`config.mk`:
```
export PLATFORM = sky130hd
export DESIGN_NAME = bus_arbiter
export DESIGN_NICKNAME = d
export VERILOG_FILES = /design/src/rtl/bus_pkg.sv /design/src/rtl/bus_arbiter_rr_pick.sv /design/src/rtl/bus_arbiter.sv
export SDC_FILE = /design/constraint.sdc
export NUM_CORES = 1
export LEC_CHECK = 0
export ABC_AREA = 1
export CAP_MARGIN = 15
export CORE_ASPECT_RATIO = 0.75
export CORE_UTILIZATION = 42
export DETAILED_ROUTE_END_ITERATION = 10
export PLACE_DENSITY = 0.81
export SLEW_MARGIN = 10
export SYNTH_ARGS = -nofsm -noshare
export SYNTH_HDL_FRONTEND = slang
export SYNTH_HIERARCHICAL = 1
export SYNTH_SLANG_ARGS = --single-unit
```
`constraint.sdc`:
```
create_clock -name clock -period 1.5 [get_ports clock]
set_input_delay 0.15 -clock clock [delete_from_list [all_inputs] [get_ports clock]]
set_output_delay 0.15 -clock clock [all_outputs]
set_load 0.02 [all_outputs]
```
`src/rtl/bus_pkg.sv`:
```
// Shared constants and types for the two-master system bus arbiter.
// The state encoding is fixed so that debug probes can decode it directly.
package bus_pkg;

    localparam int DEF_ADDR_W  = 16;
    localparam int DEF_DATA_W  = 8;
    localparam int NUM_MASTERS = 2;

    localparam int M_CPU = 0;
    localparam int M_DMA = 1;

    localparam logic [1:0] ST_IDLE   = 2'd0;
    localparam logic [1:0] ST_ACCESS = 2'd1;
    localparam logic [1:0] ST_ACK    = 2'd2;

    typedef enum logic [1:0] {
        IDLE   = ST_IDLE,
        ACCESS = ST_ACCESS,
        ACK    = ST_ACK
    } state_t;

    function automatic logic [NUM_MASTERS-1:0] idx2oh(input logic idx);
        idx2oh = idx ? 2'b10 : 2'b01;
    endfunction

endpackage

```
`src/rtl/bus_arbiter_rr_pick.sv`:
```
// Combinational round-robin winner select with a sticky lock for the previous winner.
// Written for N masters so a third requester only needs a wider req/lock vector.
module rr_pick #(
    parameter int N  = 2,
    parameter int IW = (N > 1) ? $clog2(N) : 1
) (
    input  logic [N-1:0]  req,
    input  logic [N-1:0]  lock,
    input  logic [IW-1:0] last,
    output logic [IW-1:0] winner,
    output logic          valid
);

    logic          found;
    logic [IW-1:0] cand;

    // Scan starts just after the last winner; i == N wraps back to last itself,
    // which covers the case where only the previous winner is requesting.
    always_comb begin
        valid  = |req;
        winner = last;
        found  = 1'b0;
        cand   = '0;
        if (req[last] && lock[last]) begin
            found = 1'b1;
        end
        for (int i = 1; i <= N; i++) begin
            cand = IW'((int'(last) + i) % N);
            if (!found && req[cand]) begin
                winner = cand;
                found  = 1'b1;
            end
        end
    end

endmodule

```
`src/rtl/bus_arbiter.sv`:
```
// Two-master memory bus arbiter: round-robin with lock, fixed wait states per access,
// all bus and master-side outputs registered.
module bus_arbiter
    import bus_pkg::*;
#(
    parameter int WAIT_STATES = 1,
    parameter int ADDR_W      = DEF_ADDR_W,
    parameter int DATA_W      = DEF_DATA_W
) (
    input  logic              clock,
    input  logic              reset,
    input  logic              m0_req,
    input  logic              m1_req,
    input  logic              m0_lock,
    input  logic              m1_lock,
    input  logic              m0_we,
    input  logic              m1_we,
    input  logic [ADDR_W-1:0] m0_addr,
    input  logic [ADDR_W-1:0] m1_addr,
    input  logic [DATA_W-1:0] m0_wdata,
    input  logic [DATA_W-1:0] m1_wdata,
    output logic              m0_gnt,
    output logic              m1_gnt,
    output logic              m0_ack,
    output logic              m1_ack,
    output logic [DATA_W-1:0] m0_rdata,
    output logic [DATA_W-1:0] m1_rdata,
    output logic [ADDR_W-1:0] addressBus,
    output logic              writeEnBus,
    output logic [DATA_W-1:0] data_c2r,
    input  logic [DATA_W-1:0] data_r2c
);

    localparam logic [2:0] WS_LAST = 3'(WAIT_STATES);

    state_t                               state_q, state_d;
    logic [2:0]                           cnt_q, cnt_d;
    logic                                 last_q, last_d;
    logic [NUM_MASTERS-1:0]               gnt_q, gnt_d;
    logic [NUM_MASTERS-1:0]               ack_q, ack_d;
    logic [NUM_MASTERS-1:0][DATA_W-1:0]   rdata_q, rdata_d;
    logic [ADDR_W-1:0]                    addr_q, addr_d;
    logic                                 we_q, we_d;
    logic [DATA_W-1:0]                    wd_q, wd_d;

    logic [NUM_MASTERS-1:0]               req_v, lock_v, we_v;
    logic [NUM_MASTERS-1:0][ADDR_W-1:0]   addr_v;
    logic [NUM_MASTERS-1:0][DATA_W-1:0]   wd_v;
    logic                                 pick_w, pick_v, owner;

    assign req_v  = {m1_req, m0_req};
    assign lock_v = {m1_lock, m0_lock};
    assign we_v   = {m1_we, m0_we};
    assign addr_v = {m1_addr, m0_addr};
    assign wd_v   = {m1_wdata, m0_wdata};
    assign owner  = gnt_q[M_DMA];

    rr_pick #(
        .N  (NUM_MASTERS),
        .IW (1)
    ) u_pick (
        .req    (req_v),
        .lock   (lock_v),
        .last   (last_q),
        .winner (pick_w),
        .valid  (pick_v)
    );

    // The write strobe defaults low every cycle, so it survives only the grant edge.
    always_comb begin
        state_d = state_q;
        cnt_d   = cnt_q;
        last_d  = last_q;
        gnt_d   = gnt_q;
        ack_d   = ack_q;
        rdata_d = rdata_q;
        addr_d  = addr_q;
        we_d    = 1'b0;
        wd_d    = wd_q;
        case (state_q)
            IDLE: begin
                if (pick_v) begin
                    state_d = ACCESS;
                    cnt_d   = '0;
                    last_d  = pick_w;
                    gnt_d   = idx2oh(pick_w);
                    addr_d  = addr_v[pick_w];
                    we_d    = we_v[pick_w];
                    wd_d    = wd_v[pick_w];
                end
            end
            ACCESS: begin
                if (cnt_q == WS_LAST) begin
                    state_d        = ACK;
                    ack_d[owner]   = 1'b1;
                    rdata_d[owner] = data_r2c;
                end else begin
                    cnt_d = cnt_q + 3'd1;
                end
            end
            ACK: begin
                state_d = IDLE;
                gnt_d   = '0;
                ack_d   = '0;
            end
            default: begin
                state_d = IDLE;
                gnt_d   = '0;
                ack_d   = '0;
            end
        endcase
    end

    always_ff @(posedge clock or negedge reset) begin
        if (!reset) begin
            state_q <= IDLE;
            cnt_q   <= '0;
            last_q  <= 1'b1;
            gnt_q   <= '0;
            ack_q   <= '0;
            rdata_q <= '0;
            addr_q  <= '0;
            we_q    <= 1'b0;
            wd_q    <= '0;
        end else begin
            state_q <= state_d;
            cnt_q   <= cnt_d;
            last_q  <= last_d;
            gnt_q   <= gnt_d;
            ack_q   <= ack_d;
            rdata_q <= rdata_d;
            addr_q  <= addr_d;
            we_q    <= we_d;
            wd_q    <= wd_d;
        end
    end

    assign m0_gnt     = gnt_q[M_CPU];
    assign m1_gnt     = gnt_q[M_DMA];
    assign m0_ack     = ack_q[M_CPU];
    assign m1_ack     = ack_q[M_DMA];
    assign m0_rdata   = rdata_q[M_CPU];
    assign m1_rdata   = rdata_q[M_DMA];
    assign addressBus = addr_q;
    assign writeEnBus = we_q;
    assign data_c2r   = wd_q;

endmodule

```
After elaboration in Yosys (flattened, before gate mapping)
Index checks and enable logic that the tools add are counted.

Add/sub/neg operators: 3. Eq/ne operators: 5. Magnitude comparators: 6. Reduce and logical (&&, ||, !) cells: 15. Muxes and demuxes: 36. Bitwise logic cells: 3.

Operators by type and width (count): 16-bit two-way mux (2); 8-bit two-way mux (3); 1-bit two-way mux (17); 16-bit bitwise mux (1); 2-bit one-hot mux with 2 select lines (3); 1-bit by 2-bit < comparator with 1-bit output, second input constant (5); 2-bit two-way mux (5); 2-bit AND reduction (5); 8-bit demux with 1-bit select (1); 3-bit two-way mux (2); 2-bit inequality test, second input constant (3); 3-bit one-hot mux with 2 select lines (1); 1-bit logical AND (4); 3-bit by 1-bit adder with 3-bit output, second input constant (1); 3-bit by 1-bit == test with 1-bit output, second input constant (1); 3-bit AND reduction (1); 1-bit adder, second input constant (2); 2-bit by 1-bit == test with 1-bit output, second input constant (1); 1-bit zero test (2); 2-bit zero test (1); 1-bit NOT (2); 2-bit OR (1); 2-bit nonzero test (1); 2-bit OR reduction (1); 2 further kinds (2).

Logic and storage cells: 78. Flip-flop bits (word level): 51. Input bits: 64.

Logic depth before layout (Yosys ltp)
Word-level depth: 14. Mapped depth: 11.

By module
The synthesis kept the hierarchy.

Modules (own cells, without submodules): bus_arbiter (cells an instance 314, times used 1, area each 2378.5 um^2, seq. area each 1277.5 um^2); rr_pick (cells an instance 7, times used 1, area each 30.0 um^2, seq. area each 0.0 um^2).

Least setup slack after synthesis
No wires, ideal clock.

Kind: reg-to-reg. Start point: reg last_q. End point: reg addr_q[10], in the netlist addressBus[10]. Clock period less this slack: 1342 ps. Arrival: 1277 ps. Library setup time: 65 ps. Setup slack: 158 ps. Cell stages (with the launch flop): 11. Path through: dfstp_2 > o21ai_1 > nand2_1 > nand2_1 > buf_2 > inv_2 > buf_2 > nand2_1 > nand2_1 > nand2_1 > nand2_1.

Word-level cells in the longest chain between the ends: 12.

RTL lines: from (decl) (line bus_arbiter.sv:38) `logic last_q, last_d;`; from (signal assigned) (line bus_arbiter.sv:128) `last_q <= last_d;`; 1-bit two-way mux (implied by the code) (2 in a row) (line bus_arbiter_rr_pick.sv:24) `if (req[last] && lock[last]) begin`; 1-bit logical AND (line bus_arbiter_rr_pick.sv:24); 1-bit two-way mux (line bus_arbiter_rr_pick.sv:24); 1-bit zero test (line bus_arbiter_rr_pick.sv:29) `if (!found && req[cand]) begin`; 1-bit logical AND (line bus_arbiter_rr_pick.sv:29); 1-bit two-way mux (line bus_arbiter_rr_pick.sv:29); 1-bit zero test (line bus_arbiter_rr_pick.sv:29); 1-bit logical AND (line bus_arbiter_rr_pick.sv:29); 1-bit two-way mux (*) (line bus_arbiter_rr_pick.sv:29); net pick_w (line bus_arbiter.sv:49) `logic pick_w, pick_v, owner;`; 16-bit two-way mux (implied by the code) (*) (2 in a row) (line bus_arbiter.sv:87) `addr_d = addr_v[pick_w];`; to (signal assigned) (line bus_arbiter.sv:132) `addr_q <= addr_d;`; to (decl) (line bus_arbiter.sv:42) `logic [ADDR_W-1:0] addr_q, addr_d;`.

Mark *: on every way through the listed nets, which the timed path passes. The rest lies on a longest branch. The select of a mux whose other input is x is not followed. A chain may end at the register's enable or synchronous reset.

Final worst setup path
Start point: reg ack_q[0]. End point: out m0_ack.

RTL lines: from (decl) (line bus_arbiter.sv:40) `logic [NUM_MASTERS-1:0] ack_q, ack_d;`; from (signal assigned) (line bus_arbiter.sv:130) `ack_q <= ack_d;`; to (decl) (line bus_arbiter.sv:24) `output logic m0_ack,`.

No word-level cell between the ends.

==> summary.md <==
| Metric | Value |
|---|---|
| Setup slack, reg-to-reg | 0.15 ns |
| Clock Tree Buf Depth | 2 |
| Hold Crit Class | primary input to async pin |
| Initial antenna violation count | 0 |
| Top-count cell post-synth | nand2_1 |
| Net count, final | ~500 |
| Critical Path Start | ack_q[0]$_DFFE_PN0P_ |
| Drt total wl | 5710 um |
| Final core utilization | 0.689 |
| Rows | 23 |
| Post-synthesis sequential area ratio | 0.530 |
| Crit-path max FO | 3 |
| Setup_tns | 0 ns |
| Layout cell share with drive strength beyond 1 | 0.0668 |
| Min Tclk post-route | 1.46 ns |
| Rel. slew slack | 0.719 |
| Fin. Hold Viols | 0 |
| GPL Wtd Cong | 0.777 |
| Grt total ovfl | 0 |
| Root Buffer | clkbuf_8 |
| Fmax achieved | around 0.69 GHz |
| Clock skew | 0.00802 ns |
| Total of max-cap violations | 0 |
| Leak | 1.94 nW |
| Final setup vio count | 0 |
| First-pass GRT wire length | 9520 um |
| CTS buffer count | 5 |
| Number of synthesized register bits | 51 |
| Die height | 67.6 um |
| DP Wirelength | 4410 um |
| Reg2reg path depth | 8 |
| Antenna Nets Post-Route | 0 |
| Vias after detailed routing | 2346 |
| CTS tree | done |
| Slew Limit Fails | 0 |
| WP data arrival | 1.31 ns |
| DR vias/cell | 4.61 |
| Crit-path cells | clkdlybuf4s50_1 |
| Warnings, synthesis | 6 |
| Mean Syn Cell Area | 7.50 um^2 |
| Total Power | 7.58 mW |
| Asr flop ratio synth | 1.00 |
| Power Dens Cells | a little over 2000 nW/um^2 |
| IO Port Bufs | roughly 110 |
| CP delay by family, top | buffers and inverters |
| Unique masters post-synth | 19 |
| Diode count | 0 |
| Tcrit/Tclk final | 0.970 |
| Synth cell count leaders | 202 x nand2_1, 50 x dfrtp_1, 23 x nand3_1 |
| Ys flop type | dfrtp_1 |
| Worst-path clk slew | ~0.090 ns |
| Unrepaired setup endpoints after global routing | no |
| Initial Utilization | 0.443 |
| Status | completed |
| Clock sink count | 51 |
| # IOs | 109 |
| R2r endpoint | addressBus[9]$_DFFE_PN0P_ |
| Critical Path Start Type | flop |
| Largest net degree at the start of global routing | 29 |
| Drt first pass iters | 4 |
| WP buf/inv | 1 |
| Crit path capture | m0_ack |
| Die ar. | 6040 um^2 |
| Slowest CP cell | clkdlybuf4s50_1 |
| Yosys top cell by area | dfrtp_1 |
| Gr usage total | 0.207 |
| Slowest Stage Delay on Critical Path | 0.61 ns |
| Mapped Area | approximately 2400 um^2 |
| R2R Path Start | last_q$_DFFE_PN1P_ |
| Later-pin clock latency in the skew report | ~0.30 ns |
| Drt drc | 0 |
| Worst EP required | approximately 1.4 ns |
| EDFF count, synth | 0 |
| CORE AREA | 5440 um^2 |
| Hold WS | 0.311 ns |
| H-tree Lvls | 2 |
| Synth Net Count | ~390 |
| Routed WL per cell | 11.2 um |
| Area grow syn2layout | 55.5% |
| Crit end category | output port |
| Cell count along the critical path | 1 |
| Synthesized instance count | 321 |
| Filler cells | approximately 440 |
| Synth area leaders | dfrtp_1 52%, nand2_1 31%, nand3_1 4.8% |
| Vias in the first global route | 2191 |
| Critical path type | flop to output port |
| Top cell type's share of synthesized area | 0.519 |
| Worst slew pin tran | about 0.42 ns |
| Width of the die | 89.4 um |
| Peak supply drop | 0.924 mV |
| Detailed Route Iter0 Violations | 118 |
## what timing repair did
action                     in CTS  in global routing
hold buffers                    1                  0
hold endpoints to repair       15                  0
setup endpoints to repair       1                 43
gates resized for setup         1                 10
setup buffers                   0                  0
pin swaps                       0                  1
gates cloned                    0                  0
## flip-flops by register name, summed over array words and instances, names as in the netlist
register and flops:
m1_rdata 8, ack_q 2, last_q 1, data_c2r 8, gnt_q 2, addressBus 16, state_q 2, m0_rdata 8
cnt_q 3, writeEnBus 1
## layout by cell type, fill, tap and decap left out, types with 2 or more instances in the layout
cell type / netlist / final
o21ai_0: 3 / 3
dfrtp_1: 50 / 50
nand2_2: 2 / 2
ha_1: 2 / 2
nand3_1: 23 / 21
inv_1: 12 / 12
nand2_1: 202 / 202
buf_4: 3 / 7
clkbuf_8: 0 / 5
nand3_2: 0 / 2
nand4_1: 3 / 3
bufinv_16: 0 / 2
nor2_2: 1 / 2
clkdlybuf4s50_1: 0 / 105
## per-stage QoR
stage / instances / area (um^2) / setup WS [ns]
floorplan: 321 / 2410 / 0.158
global placement: 500 / 3570 / -0.0300
detailed placement: 500 / 3570 / -0.107
CTS: 509 / 3720 / 0.00527
global route: 509 / 3740 / 0.00000488
finish: 509 / 3740 / 0.0448
## logic make-up (layout without fill, tap and decap cells)
| kind of cell | Yosys count | count (layout) | share of synthesized area |
|---|---|---|---|
| simple gates | 235 | 235 | 0.389 |
| flops | 51 | 51 | 0.530 |
| buf+inv | 28 | 141 | 0.0587 |
| compound gates | 4 | 4 | 0.00831 |
| fa+ha+maj | 2 | 2 | 0.0104 |
| xor+xnor | 1 | 1 | 0.00364 |
## metal layers
layer	track usage	routed length [um]	vias to the layer above
met5	0	0	-
met4	0.0437	35	0
met3	0.0807	500	5
met2	0.338	2610	82
met1	0.264	2570	1058
li1	-	-	1201
## final cells by class
cell class / instances / area, um^2 / share of cell area
multi-input combinational: 242 / 1000 / 0.268
tap: 75 / 93.8 / 0.0251
inverter: 15 / 63.8 / 0.0170
sequential: 51 / 1280 / 0.341
clock buffer: 5 / 68.8 / 0.0184
timing repair buffer: 118 / 1170 / 0.313
clock inverter: 3 / 67.6 / 0.0180
## report_power, final
part | switching (mW) | leakage (nW) | total (mW) | internal (mW)
clock network | 0.438 | 0.0644 | 1.10 | 0.665
registers | 0.439 | 0.633 | 2.48 | 2.04
logic | 2.26 | 1.24 | 4.00 | 1.74
## how the worst min path moves through the flow
stage / from / endpoint / cells past startpoint / slack, ns
detailed placement: reset / gnt_q[0]$_DFFE_PN0P_ / 1 / 0.11
global route: reset / addressBus[12]$_DFFE_PN0P_ / 2 / 0.36
CTS: reset / gnt_q[0]$_DFFE_PN0P_ / 2 / 0.32
floorplan: reset / ack_q[0]$_DFFE_PN0P_ / 0 / -0.15
global placement: reset / addressBus[10]$_DFFE_PN0P_ / 1 / 0.11
finish: reset / gnt_q[0]$_DFFE_PN0P_ / 2 / 0.31
(Power assumes the default switching activity.)
